==> config.mk <==
export PLATFORM = sky130hd
export DESIGN_NAME = mu_pool_spike_counter_flat
export DESIGN_NICKNAME = d
export VERILOG_FILES = /design/src/rtl/mu_pool_spike_counter_if.sv /design/src/rtl/mu_pool_spike_counter.sv /design/src/flat_wrapper.sv
export SDC_FILE = /design/constraint.sdc
export NUM_CORES = 2
export LEC_CHECK = 0
export BUFFER_PORTS_ARGS = -buffer_cell sky130_fd_sc_hd__buf_4
export CAP_MARGIN = 10
export CORE_ASPECT_RATIO = 1.1
export CORE_MARGIN = 2
export CORE_UTILIZATION = 65
export CTS_BUF_LIST = sky130_fd_sc_hd__clkbuf_8
export DETAILED_ROUTE_END_ITERATION = 12
export PLACE_DENSITY = 0.83
export SYNTH_ARGS = -nofsm -noshare
export SYNTH_HDL_FRONTEND = slang
export SYNTH_SLANG_ARGS = --single-unit
==> constraint.sdc <==
create_clock -name clk -period 8.6 [get_ports clk]
set_input_delay 0 -clock clk [delete_from_list [all_inputs] [get_ports clk]]
set_output_delay 0 -clock clk [all_outputs]
set_load 0.01 [all_outputs]
==> src/rtl/mu_pool_spike_counter_if.sv <==
// rtl/mu_pool_spike_counter_if.sv - spike stream and weight-write bus for the motor-unit pool counter
interface mu_pool_spike_counter_if #(
    parameter int IDX_W  = 3,
    parameter int GAIN_W = 16
);
    logic              spike_valid;
    logic              spike;
    logic [IDX_W-1:0]  spike_idx;
    logic              gain_we;
    logic [IDX_W-1:0]  gain_addr;
    logic [GAIN_W-1:0] gain_data;

    modport master (
        output spike_valid, spike, spike_idx,
        output gain_we, gain_addr, gain_data
    );

    modport slave (
        input spike_valid, spike, spike_idx,
        input gain_we, gain_addr, gain_data
    );
endinterface

==> src/rtl/mu_pool_spike_counter.sv <==
// rtl/mu_pool_spike_counter.sv - per-unit spike counters with windowed snapshot and serial pooled drive sum
module mu_pool_spike_counter #(
    parameter int NUM_MU = 8,
    parameter int IDX_W  = 3,
    parameter int CNT_W  = 16,
    parameter int GAIN_W = 16,
    parameter int SUM_W  = 32
) (
    input  logic                       clk,
    input  logic                       reset_sim_n,
    mu_pool_spike_counter_if.slave     mu_if,
    input  logic                       sim_tick,
    input  logic                       mode,
    input  logic [IDX_W-1:0]           rd_addr,
    output logic [CNT_W-1:0]           rd_data,
    output logic [SUM_W-1:0]           cnt_out,
    output logic                       cnt_valid,
    output logic                       busy,
    output logic                       sat,
    output logic                       overrun
);
    localparam int PROD_W = CNT_W + GAIN_W;
    // One spare bit above the wider of product/accumulator so the add never wraps before clamping.
    localparam int EXT_W  = ((PROD_W > SUM_W) ? PROD_W : SUM_W) + 1;
    localparam logic [CNT_W-1:0] CNT_MAX     = {CNT_W{1'b1}};
    localparam logic [EXT_W-1:0] SUM_MAX_EXT = {{(EXT_W-SUM_W){1'b0}}, {SUM_W{1'b1}}};
    localparam logic [IDX_W:0]   NUM_MU_EXT  = (IDX_W+1)'(NUM_MU);
    localparam logic [IDX_W-1:0] LAST_CH     = IDX_W'(NUM_MU - 1);

    typedef enum logic [1:0] {S_IDLE, S_SUM, S_DONE} state_t;

    state_t state, state_nxt;

    logic [CNT_W-1:0]  live [NUM_MU];
    logic [CNT_W-1:0]  snap [NUM_MU];
    logic [GAIN_W-1:0] gain [NUM_MU];
    logic              sat_live;
    logic              sat_acc;
    logic              mode_r;
    logic [IDX_W-1:0]  ch;
    logic [SUM_W-1:0]  acc;

    logic              tick_acc;
    logic              spike_ok;
    logic              gain_ok;
    logic              rd_ok;
    logic [NUM_MU-1:0] hit;
    logic [GAIN_W-1:0] mult;
    logic [EXT_W-1:0]  prod_ext;
    logic [EXT_W-1:0]  sum_ext;
    logic              clamp;
    logic [SUM_W-1:0]  acc_step;

    assign tick_acc = sim_tick && (state == S_IDLE);
    assign busy     = (state != S_IDLE);
    assign spike_ok = mu_if.spike_valid && mu_if.spike && ({1'b0, mu_if.spike_idx} < NUM_MU_EXT);
    assign gain_ok  = mu_if.gain_we && ({1'b0, mu_if.gain_addr} < NUM_MU_EXT);
    assign rd_ok    = ({1'b0, rd_addr} < NUM_MU_EXT);

    always_comb begin
        hit = '0;
        for (int i = 0; i < NUM_MU; i++) begin
            hit[i] = spike_ok && (mu_if.spike_idx == IDX_W'(i));
        end
    end

    // Saturating multiply-accumulate for the channel currently being summed.
    always_comb begin
        mult     = mode_r ? gain[ch] : GAIN_W'(1);
        prod_ext = EXT_W'(snap[ch]) * EXT_W'(mult);
        sum_ext  = EXT_W'(acc) + prod_ext;
        clamp    = (sum_ext > SUM_MAX_EXT);
        acc_step = clamp ? {SUM_W{1'b1}} : sum_ext[SUM_W-1:0];
    end

    // A spike coinciding with an accepted tick belongs to the new window.
    always_ff @(posedge clk or negedge reset_sim_n) begin
        if (!reset_sim_n) begin
            for (int i = 0; i < NUM_MU; i++) begin
                live[i] <= '0;
                snap[i] <= '0;
            end
            sat_live <= 1'b0;
        end else begin
            for (int i = 0; i < NUM_MU; i++) begin
                if (tick_acc) begin
                    snap[i] <= live[i];
                    live[i] <= hit[i] ? CNT_W'(1) : '0;
                end else if (hit[i]) begin
                    if (live[i] == CNT_MAX) begin
                        sat_live <= 1'b1;
                    end else begin
                        live[i] <= live[i] + CNT_W'(1);
                    end
                end
            end
            if (tick_acc) begin
                sat_live <= 1'b0;
            end
        end
    end

    always_ff @(posedge clk or negedge reset_sim_n) begin
        if (!reset_sim_n) begin
            for (int i = 0; i < NUM_MU; i++) begin
                gain[i] <= GAIN_W'(1);
            end
        end else if (gain_ok) begin
            gain[mu_if.gain_addr] <= mu_if.gain_data;
        end
    end

    always_comb begin
        state_nxt = state;
        case (state)
            S_IDLE:  if (tick_acc) state_nxt = S_SUM;
            S_SUM:   if (ch == LAST_CH) state_nxt = S_DONE;
            S_DONE:  state_nxt = S_IDLE;
            default: state_nxt = S_IDLE;
        endcase
    end

    always_ff @(posedge clk or negedge reset_sim_n) begin
        if (!reset_sim_n) begin
            state     <= S_IDLE;
            ch        <= '0;
            acc       <= '0;
            mode_r    <= 1'b0;
            sat_acc   <= 1'b0;
            cnt_out   <= '0;
            cnt_valid <= 1'b0;
            sat       <= 1'b0;
            overrun   <= 1'b0;
            rd_data   <= '0;
        end else begin
            state     <= state_nxt;
            cnt_valid <= 1'b0;
            overrun   <= sim_tick && (state != S_IDLE);
            rd_data   <= rd_ok ? snap[rd_addr] : '0;
            case (state)
                S_IDLE: begin
                    if (tick_acc) begin
                        acc     <= '0;
                        ch      <= '0;
                        mode_r  <= mode;
                        sat_acc <= sat_live;
                    end
                end
                S_SUM: begin
                    acc <= acc_step;
                    ch  <= ch + IDX_W'(1);
                    if (clamp) begin
                        sat_acc <= 1'b1;
                    end
                    // Result is presented during the DONE cycle.
                    if (ch == LAST_CH) begin
                        cnt_out   <= acc_step;
                        sat       <= sat_acc | clamp;
                        cnt_valid <= 1'b1;
                    end
                end
                default: ;
            endcase
        end
    end
endmodule

==> src/flat_wrapper.sv <==
// flat-port wrapper written by rule: the top's interface ports become plain ports
module mu_pool_spike_counter_flat 
#(
    parameter int NUM_MU = 8,
    parameter int IDX_W  = 3,
    parameter int CNT_W  = 16,
    parameter int GAIN_W = 16,
    parameter int SUM_W  = 32
)
  (clk, reset_sim_n, sim_tick, mode, rd_addr, rd_data, cnt_out, cnt_valid, busy, sat, overrun, mu_if_spike_valid, mu_if_spike, mu_if_spike_idx, mu_if_gain_we, mu_if_gain_addr, mu_if_gain_data);
  mu_pool_spike_counter_if #(.IDX_W(IDX_W), .GAIN_W(GAIN_W)) mu_if_i ();
  input  logic clk;
  input  logic reset_sim_n;
  input  logic sim_tick;
  input  logic mode;
  input  logic [IDX_W-1:0] rd_addr;
  output logic [CNT_W-1:0] rd_data;
  output logic [SUM_W-1:0] cnt_out;
  output logic cnt_valid;
  output logic busy;
  output logic sat;
  output logic overrun;
  input wire logic [$bits(mu_if_i.spike_valid)-1:0] mu_if_spike_valid;
  input wire logic [$bits(mu_if_i.spike)-1:0] mu_if_spike;
  input wire logic [$bits(mu_if_i.spike_idx)-1:0] mu_if_spike_idx;
  input wire logic [$bits(mu_if_i.gain_we)-1:0] mu_if_gain_we;
  input wire logic [$bits(mu_if_i.gain_addr)-1:0] mu_if_gain_addr;
  input wire logic [$bits(mu_if_i.gain_data)-1:0] mu_if_gain_data;
  assign mu_if_i.spike_valid = mu_if_spike_valid;
  assign mu_if_i.spike = mu_if_spike;
  assign mu_if_i.spike_idx = mu_if_spike_idx;
  assign mu_if_i.gain_we = mu_if_gain_we;
  assign mu_if_i.gain_addr = mu_if_gain_addr;
  assign mu_if_i.gain_data = mu_if_gain_data;
  mu_pool_spike_counter #(.NUM_MU(NUM_MU), .IDX_W(IDX_W), .CNT_W(CNT_W), .GAIN_W(GAIN_W), .SUM_W(SUM_W)) u_core (.clk(clk), .reset_sim_n(reset_sim_n), .mu_if(mu_if_i), .sim_tick(sim_tick), .mode(mode), .rd_addr(rd_addr), .rd_data(rd_data), .cnt_out(cnt_out), .cnt_valid(cnt_valid), .busy(busy), .sat(sat), .overrun(overrun));
endmodule
Word level (Yosys, flattened, before mapping)
Cells that the tools add are included.
W data, S select, Z words.
{"block": "totals", "regBits": 475, "inputBits": 32, "out_inout_bits": 52, "word_cells": 199}
{"block": "classes", "n_addsub": 10, "mul": 1, "n_lt_le_gt_ge": 5, "eq_ne": 28, "n_mux": 79, "bitwise_logic": 4, "reduce_logical": 37}
{"op": "$mux W16", "n": 32}
{"op": "$bmux W16 S3", "n": 3}
{"op": "$add A16 B1 Y16 const B", "n": 8}
{"op": "$bwmux W128", "n": 1}
{"op": "$eq A16 B16 Y1 const B", "n": 8}
{"op": "$mux W32", "n": 2}
{"op": "$pmux W32 S2", "n": 1}
{"op": "$demux W16 S3", "n": 1}
{"op": "$add A32 B32 Y33", "n": 1}
{"op": "$gt A33 B32 Y1 const B", "n": 1}
{"op": "$mux W1", "n": 33}
{"op": "$mul A16 B16 Y32", "n": 1}
{"op": "$reduce_and A2 Y1", "n": 12}
{"op": "$ne A2 B1 Y1 const B", "n": 11}
{"op": "$reduce_bool A2 Y1", "n": 10}
{"op": "$eq A3 B3 Y1 const B", "n": 5}
{"op": "$ge A4 B4 Y1 const B", "n": 3}
{"op": "$logic_and A1 B1 Y1", "n": 12}
{"op": "$not A3 Y4", "n": 3}
{"op": "$eq A3 B2 Y1 const B", "n": 2}
{"op": "$pmux W3 S2", "n": 1}
{"op": "$lt A4 B1 Y1 const B", "n": 1}
{"op": "$mux W2", "n": 2}
{"op": "$pmux W2 S2", "n": 1}
{"op": "9 further kinds", "n": 9}

Longest topological paths before layout
{"block": "depth", "word_depth": 22, "depth_mapped": 31, "depth_no_buf": 26}

Worst setup path after synthesis
OpenSTA, ideal clock, no wires.
{"block": "synth_path", "kind": "reg2reg", "from": "register u_core.ch[0]", "to": "register u_core.cnt_out[21]", "setup_ns": 0.132, "arrival_ns": 7.671, "required_time_ns": 8.468, "path_slack_ns": 0.797, "path_stages_with_launch": 29, "n_path_buf": 5, "synth_period_minus_slack_ns": 7.803, "path_cell_list": "dfrtp_1 > buf_2 > buf_2 > buf_2 > mux4_2 > mux2i_1 > nor2_1 > fa_1 > inv_1 > fa_1 > fa_1 > fa_1 > inv_1 > fa_1 > inv_1 > fa_1 > inv_1 > ha_1 > a21oi_1 > nor2_1 > o21ai_0 > o311ai_1 > a21bo_1 > a211o_1 > a211o_1 > buf_6 > buf_12 > nor2_4 > o21ai_1"}
{"block": "synth_via", "elab_chain_len": 9, "elab_cells_between_ends": 14, "classes_between": "add/sub: 1; mul: 1; order compare: 1; eq/ne: 1; mux: 8; bitwise: 1; reduce/logical: 1"}
{"item": "start, declared", "line": "mu_pool_spike_counter.sv:40", "text": "logic [IDX_W-1:0] ch;"}
{"item": "start signal, assigned", "line": "mu_pool_spike_counter.sv:151", "text": "ch <= ch + IDX_W'(1);"}
{"item": "$not A3 Y4 (not written as such)", "line": "mu_pool_spike_counter.sv:69, mu_pool_spike_counter.sv:70"}
{"item": "$bmux W16 S3", "line": "mu_pool_spike_counter.sv:69", "text": "mult = mode_r ? gain[ch] : GAIN_W'(1);"}
{"item": "$mux W16 (not written as such) (2 in series)", "line": "mu_pool_spike_counter.sv:69"}
{"item": "$mux W16", "line": "mu_pool_spike_counter.sv:69"}
{"item": "$mul A16 B16 Y32", "line": "mu_pool_spike_counter.sv:70", "text": "prod_ext = EXT_W'(snap[ch]) * EXT_W'(mult);"}
{"item": "$add A32 B32 Y33", "line": "mu_pool_spike_counter.sv:71", "text": "sum_ext = EXT_W'(acc) + prod_ext;"}
{"item": "$gt A33 B32 Y1", "line": "mu_pool_spike_counter.sv:72", "text": "clamp = (sum_ext > SUM_MAX_EXT);"}
{"item": "$mux W32", "line": "mu_pool_spike_counter.sv:73", "text": "acc_step = clamp ? {SUM_W{1'b1}} : sum_ext[SUM_W-1:0];"}
{"item": "end signal, assigned", "line": "mu_pool_spike_counter.sv:157", "text": "cnt_out <= acc_step;"}
{"item": "end, declared", "line": "mu_pool_spike_counter.sv:16", "text": "output logic [SUM_W-1:0] cnt_out,"}
Parallel ways exist; a longest one is shown, timed or not. The select of a mux whose other input is x is not followed.
A chain may end at the register's enable or synchronous reset.

Final worst setup path
{"block": "layout_path", "from": "register u_core.ch[0]", "to": "register u_core.sat_acc"}
{"block": "layout_via", "elab_chain_len": 10, "elab_cells_between_ends": 13, "classes_between": "add/sub: 1; mul: 1; order compare: 1; eq/ne: 1; mux: 7; bitwise: 1; reduce/logical: 1"}
{"item": "$not A3 Y4 (not written as such) *", "line": "mu_pool_spike_counter.sv:69, mu_pool_spike_counter.sv:70"}
{"item": "$bmux W16 S3", "line": "mu_pool_spike_counter.sv:69"}
{"item": "$mux W16 (not written as such) (2 in series)", "line": "mu_pool_spike_counter.sv:69"}
{"item": "$mux W16", "line": "mu_pool_spike_counter.sv:69"}
{"item": "$mul A16 B16 Y32 *", "line": "mu_pool_spike_counter.sv:70"}
{"item": "$add A32 B32 Y33 *", "line": "mu_pool_spike_counter.sv:71"}
{"item": "$gt A33 B32 Y1 *", "line": "mu_pool_spike_counter.sv:72"}
{"item": "$ne A2 B1 Y1 (no source line) *"}
{"item": "$reduce_and A3 Y1 (no source line) *"}
{"item": "end signal, assigned", "line": "mu_pool_spike_counter.sv:146", "text": "sat_acc <= sat_live;"}
{"item": "end, declared", "line": "mu_pool_spike_counter.sv:38", "text": "logic sat_acc;"}
Every way passes the cells marked *; elsewhere a longest branch is shown, timed or not. The select of a mux whose other input is x is not followed.

==> results.toml <==
[outcome]
status = "completed"

[drt]
antenna_left = 0
via_per_inst = 6.07
dr.pass1.iters = 6
drtIter0Drc = 2058
wirelength_um = 81500
drc = 0
wl_per_cell_um = 20.7
vias = 23900

[power]
p_sw_share_pct = 38.0
p_int_w = 0.00485
p_sw_w = 0.00297
p_per_area_nw_per_um2 = 222
seqPwrFrac_pct = 36.8
power_frac_comb_pct = 36.7
leakagePower_nw = 17.2
power_frac_clock_pct = 26.6
irDropWorstVdd_uv = 352

[synth]
synth_top_cell_by_area = "dfrtp_1"
ys_types = 67
syn-cell-area_sq_um = 31900
async_flop_share_pct = 100
synth_top_area_share_pct = 36.6
avgSynthCellArea_sq_um = 10.2
yosysSeqAreaShare_pct = 37.3
synth_edf_count = 0
synthCells = 3124
ys_warn_count = 0
synth_common_cells = "nand2_1 (596), dfrtp_1 (467), inv_1 (367), fa_1 (226), nor2_1 (199)"
synth.area.top_cells = "dfrtp_1 (37%), fa_1 (14%), nand2_1 (7.0%)"
synthFlopType = "dfrtp_1"
synth-seq-cells = 475
yosysMostFrequentCell = "nand2_1"
synth_nets = 3496

[clock_tree]
h-tree-depth = 3
clockRootBuffer = "clkbuf_8"
clk_latency_ps = 700
clkSinkCount = 475
cts_buffers = 76
clockBufferDepth = 3
cts.reportedPaths.clkPinSlew_ps = 70
cts_tree = "done"

[floorplanning]
start_util_pct = 65.5
die_w_um = 215
io_pins = 84
core_sq_um = 48700
die_h_um = 236
rows = 85
dieArea_sq_um = 50900

[timing]
max_slew_margin_pct = 16.0
maxSlewViolCount = 0
setup_slack_ps = 344
finalCritPeriodShare_pct = 96.0
fin_crit_ps = 8260
setup_viol = 0
final_hold_viol_count = 0
tightest_slew_ps = 1260
clock_skew_ps = 49.2
rsz0062_at_grt = "false"
tns_ps = 0
max_clock_freq_ghz = 0.121

[cells_and_area]
layout-drive-gt1-share_pct = 17.6
fillCellCount = 3389
fin_nets = 3604
area_delta_synth_final_pct = 10.4

[critical_path]
critPathArrivalTime_ps = 8750
regToRegStartpoint = "u_core.ch[0]"
crit_family = "adder cells"
cp-start-kind = "flop"
worst_ep_required_time_ps = 9100
cp_slowest_cell = "nor2b_1"
critPathBufInv = 4
crit_chain = "mux4_2 > mux2i_1 > nor2b_1 > nand2_1 > fa_1 > fa_1 > fa_1 > inv_1 > fa_1 > fa_1 > inv_1 > fa_1 > inv_1 > ha_1 > a21oi_1 > o21ai_2 > a2111o_1 > a31oi_1 > a21bo_1 > a211o_1 > a211o_2 > buf_12 > a21oi_1 > o21ai_0"
cpPeakStageDelay_ps = 980
crit_path_frequent_cell = "fa_1"
cp_max_fo = 34
path_class = "flop to flop"
crit_start = "u_core.ch[0]"
cp-end-kind = "flop"

[placement]
dpl.hpwl_um = 58200
io_buffer_count = 83
place_ws_ps = 204
gp_congestion = 1.00

[global_route]
antenna_found_initial = 2
grt_overflow = 0
grtUsageMet1_pct = 39.8
met2_usage_pct = 56.1
grtUsageMet3_pct = 5.52
grt_pass1_wl_um = 132000
grt_usage_pct = 33.2
grt_max_degree = 202
busiest_layer = "met2"
grt_pass1_vias = 25300

[worst_hold_path]
min_path_type = "input port to flop"
min-delay-start = "rd_addr[1]"

[flow_run]
drv_cap = 0
==> power groups by stage <==
stage / clock network [W] / logic, W / registers (W)
2_1_floorplan: 0 / 0.00200 / 0.00279
3_3_place_gp: 0 / 0.00268 / 0.00289
3_5_place_dp: 0 / 0.00278 / 0.00292
4_1_cts: 0.00210 / 0.00282 / 0.00288
5_1_grt: 0.00220 / 0.00311 / 0.00291
6_report: 0.00208 / 0.00287 / 0.00288
==> per-layer routing <==
| layer | wire (um) | share of wire, % |
|---|---|---|
| met5 | 0 | 0 |
| met4 | 5330 | 6.5 |
| met3 | 5610 | 6.9 |
| met2 | 41200 | 51 |
| met1 | 29300 | 36 |
==> cells by family after synthesis <==
kind of cell | count (synthesis) | synth area share (%)
and+or+nand+nor | 1149 | 16.5
AOI/OAI and AO/OA | 252 | 4.60
adders and majority gates | 340 | 18.7
buffers and inverters | 510 | 6.54
DFF | 475 | 37.3
muxes | 283 | 13.3
xor gates and xnor gates | 115 | 3.16
==> worst paths after layout <==
| kind | to | slack [ps] | depth (start not counted) |
|---|---|---|---|
| worst max-delay path | u_core.sat_acc | 340 | 24 |
| worst min-delay path | u_core.rd_data[9] | 80 | 3 |
| worst max register to register | u_core.sat_acc | 340 | 24 |
| worst min register to register | u_core.sat | 470 | 2 |
| max in group asynchronous | u_core.ch[1] | 6090 | 5 |
| min in group asynchronous | u_core.gain[93] | 320 | 3 |
==> flip-flops by register name, indices dropped and copies added (netlist names) <==
signal	count
u_core.overrun	1
u_core.mode_r	1
u_core.sat	1
u_core.acc	32
u_core.cnt_out	32
u_core.ch	3
u_core.cnt_valid	1
u_core.state	2
u_core.live	128
u_core.sat_acc	1
u_core.rd_data	16
u_core.sat_live	1
u_core.snap	128
u_core.gain	128
==> stage by stage <==
stage / instances / power (W) / hold slack (ps) / area (sq um) / utilization (%)
final: 3941 / 0.00782 / 77.5 / 35200 / 72.3
after global routing: 3941 / 0.00822 / 69.7 / 35200 / 72.3
after CTS: 3939 / 0.00780 / 25.4 / 35200 / 72.2
after detailed placement: 3763 / 0.00569 / 126 / 33100 / 68.0
after global placement: 3763 / 0.00557 / 96.4 / 33100 / 68.0
after floorplan: 3124 / 0.00479 / -296 / 31900 / -
==> layout make-up <==
type	count	area, sq um	share of cell area (%)
Multi-Input combinational cell	2139	18000	51.0
Sequential cell	475	11900	33.8
Timing Repair Buffer	173	1520	4.31
Inverter	367	1380	3.91
Clock buffer	100	1380	3.91
Tap cell	652	816	2.32
Clock inverter	34	264	0.750
Antenna cell	1	2.50	0.00711
==> worst register-to-register path, cell delays in order, from the launching register on <==
cell and delay (ps):
dfrtp_4 630, mux4_2 410, mux2i_1 80, nor2b_1 980
nand2_1 180, fa_1 500, fa_1 470, fa_1 550
inv_1 60, fa_1 490, fa_1 500, inv_1 50
fa_1 470, inv_1 40, ha_1 350, a21oi_1 210
o21ai_2 80, a2111o_1 400, a31oi_1 150, a21bo_1 270
a211o_1 280, a211o_2 360, buf_12 220, a21oi_1 220
o21ai_0 90
==> cell usage in the layout, fill, tap and decap left out, types with 3 or more instances in the layout <==
cell type and instances:
a211oi_1 5, a21o_1 13, a21oi_1 67, a31oi_1 12, and2_1 25, and3_1 31, and4_1 12, buf_12 7
buf_4 123, bufinv_16 3, clkbuf_8 100, clkinv_2 9, clkinvlp_4 5, dfrtp_1 464, dfstp_2 8, dlygate4sd3_1 41
fa_1 226, ha_1 114, inv_1 381, mux2_2 165, mux2i_1 21, mux4_2 96, nand2_1 595, nand2b_1 19
nand3_1 104, nand4_1 37, nand4b_1 5, nor2_1 199, nor2_4 28, nor2b_1 24, nor3_1 15, nor3_2 3
o211ai_1 6, o21ai_0 61, o21ai_1 56, o21bai_1 8, or2_2 7, or3_1 29, xnor2_1 42, xor2_1 73
==> timing repair <==
| action | CTS | global route |
|---|---|---|
| gates resized for setup | 0 | 2 |
| setup endpoints to repair | 0 | 66 |
| endpoints found under the hold margin | 333 | 0 |
| buffers inserted | 0 | 1 |
| hold buffers | 42 | 0 |
Note: power is estimated with default switching activity, not from simulation.
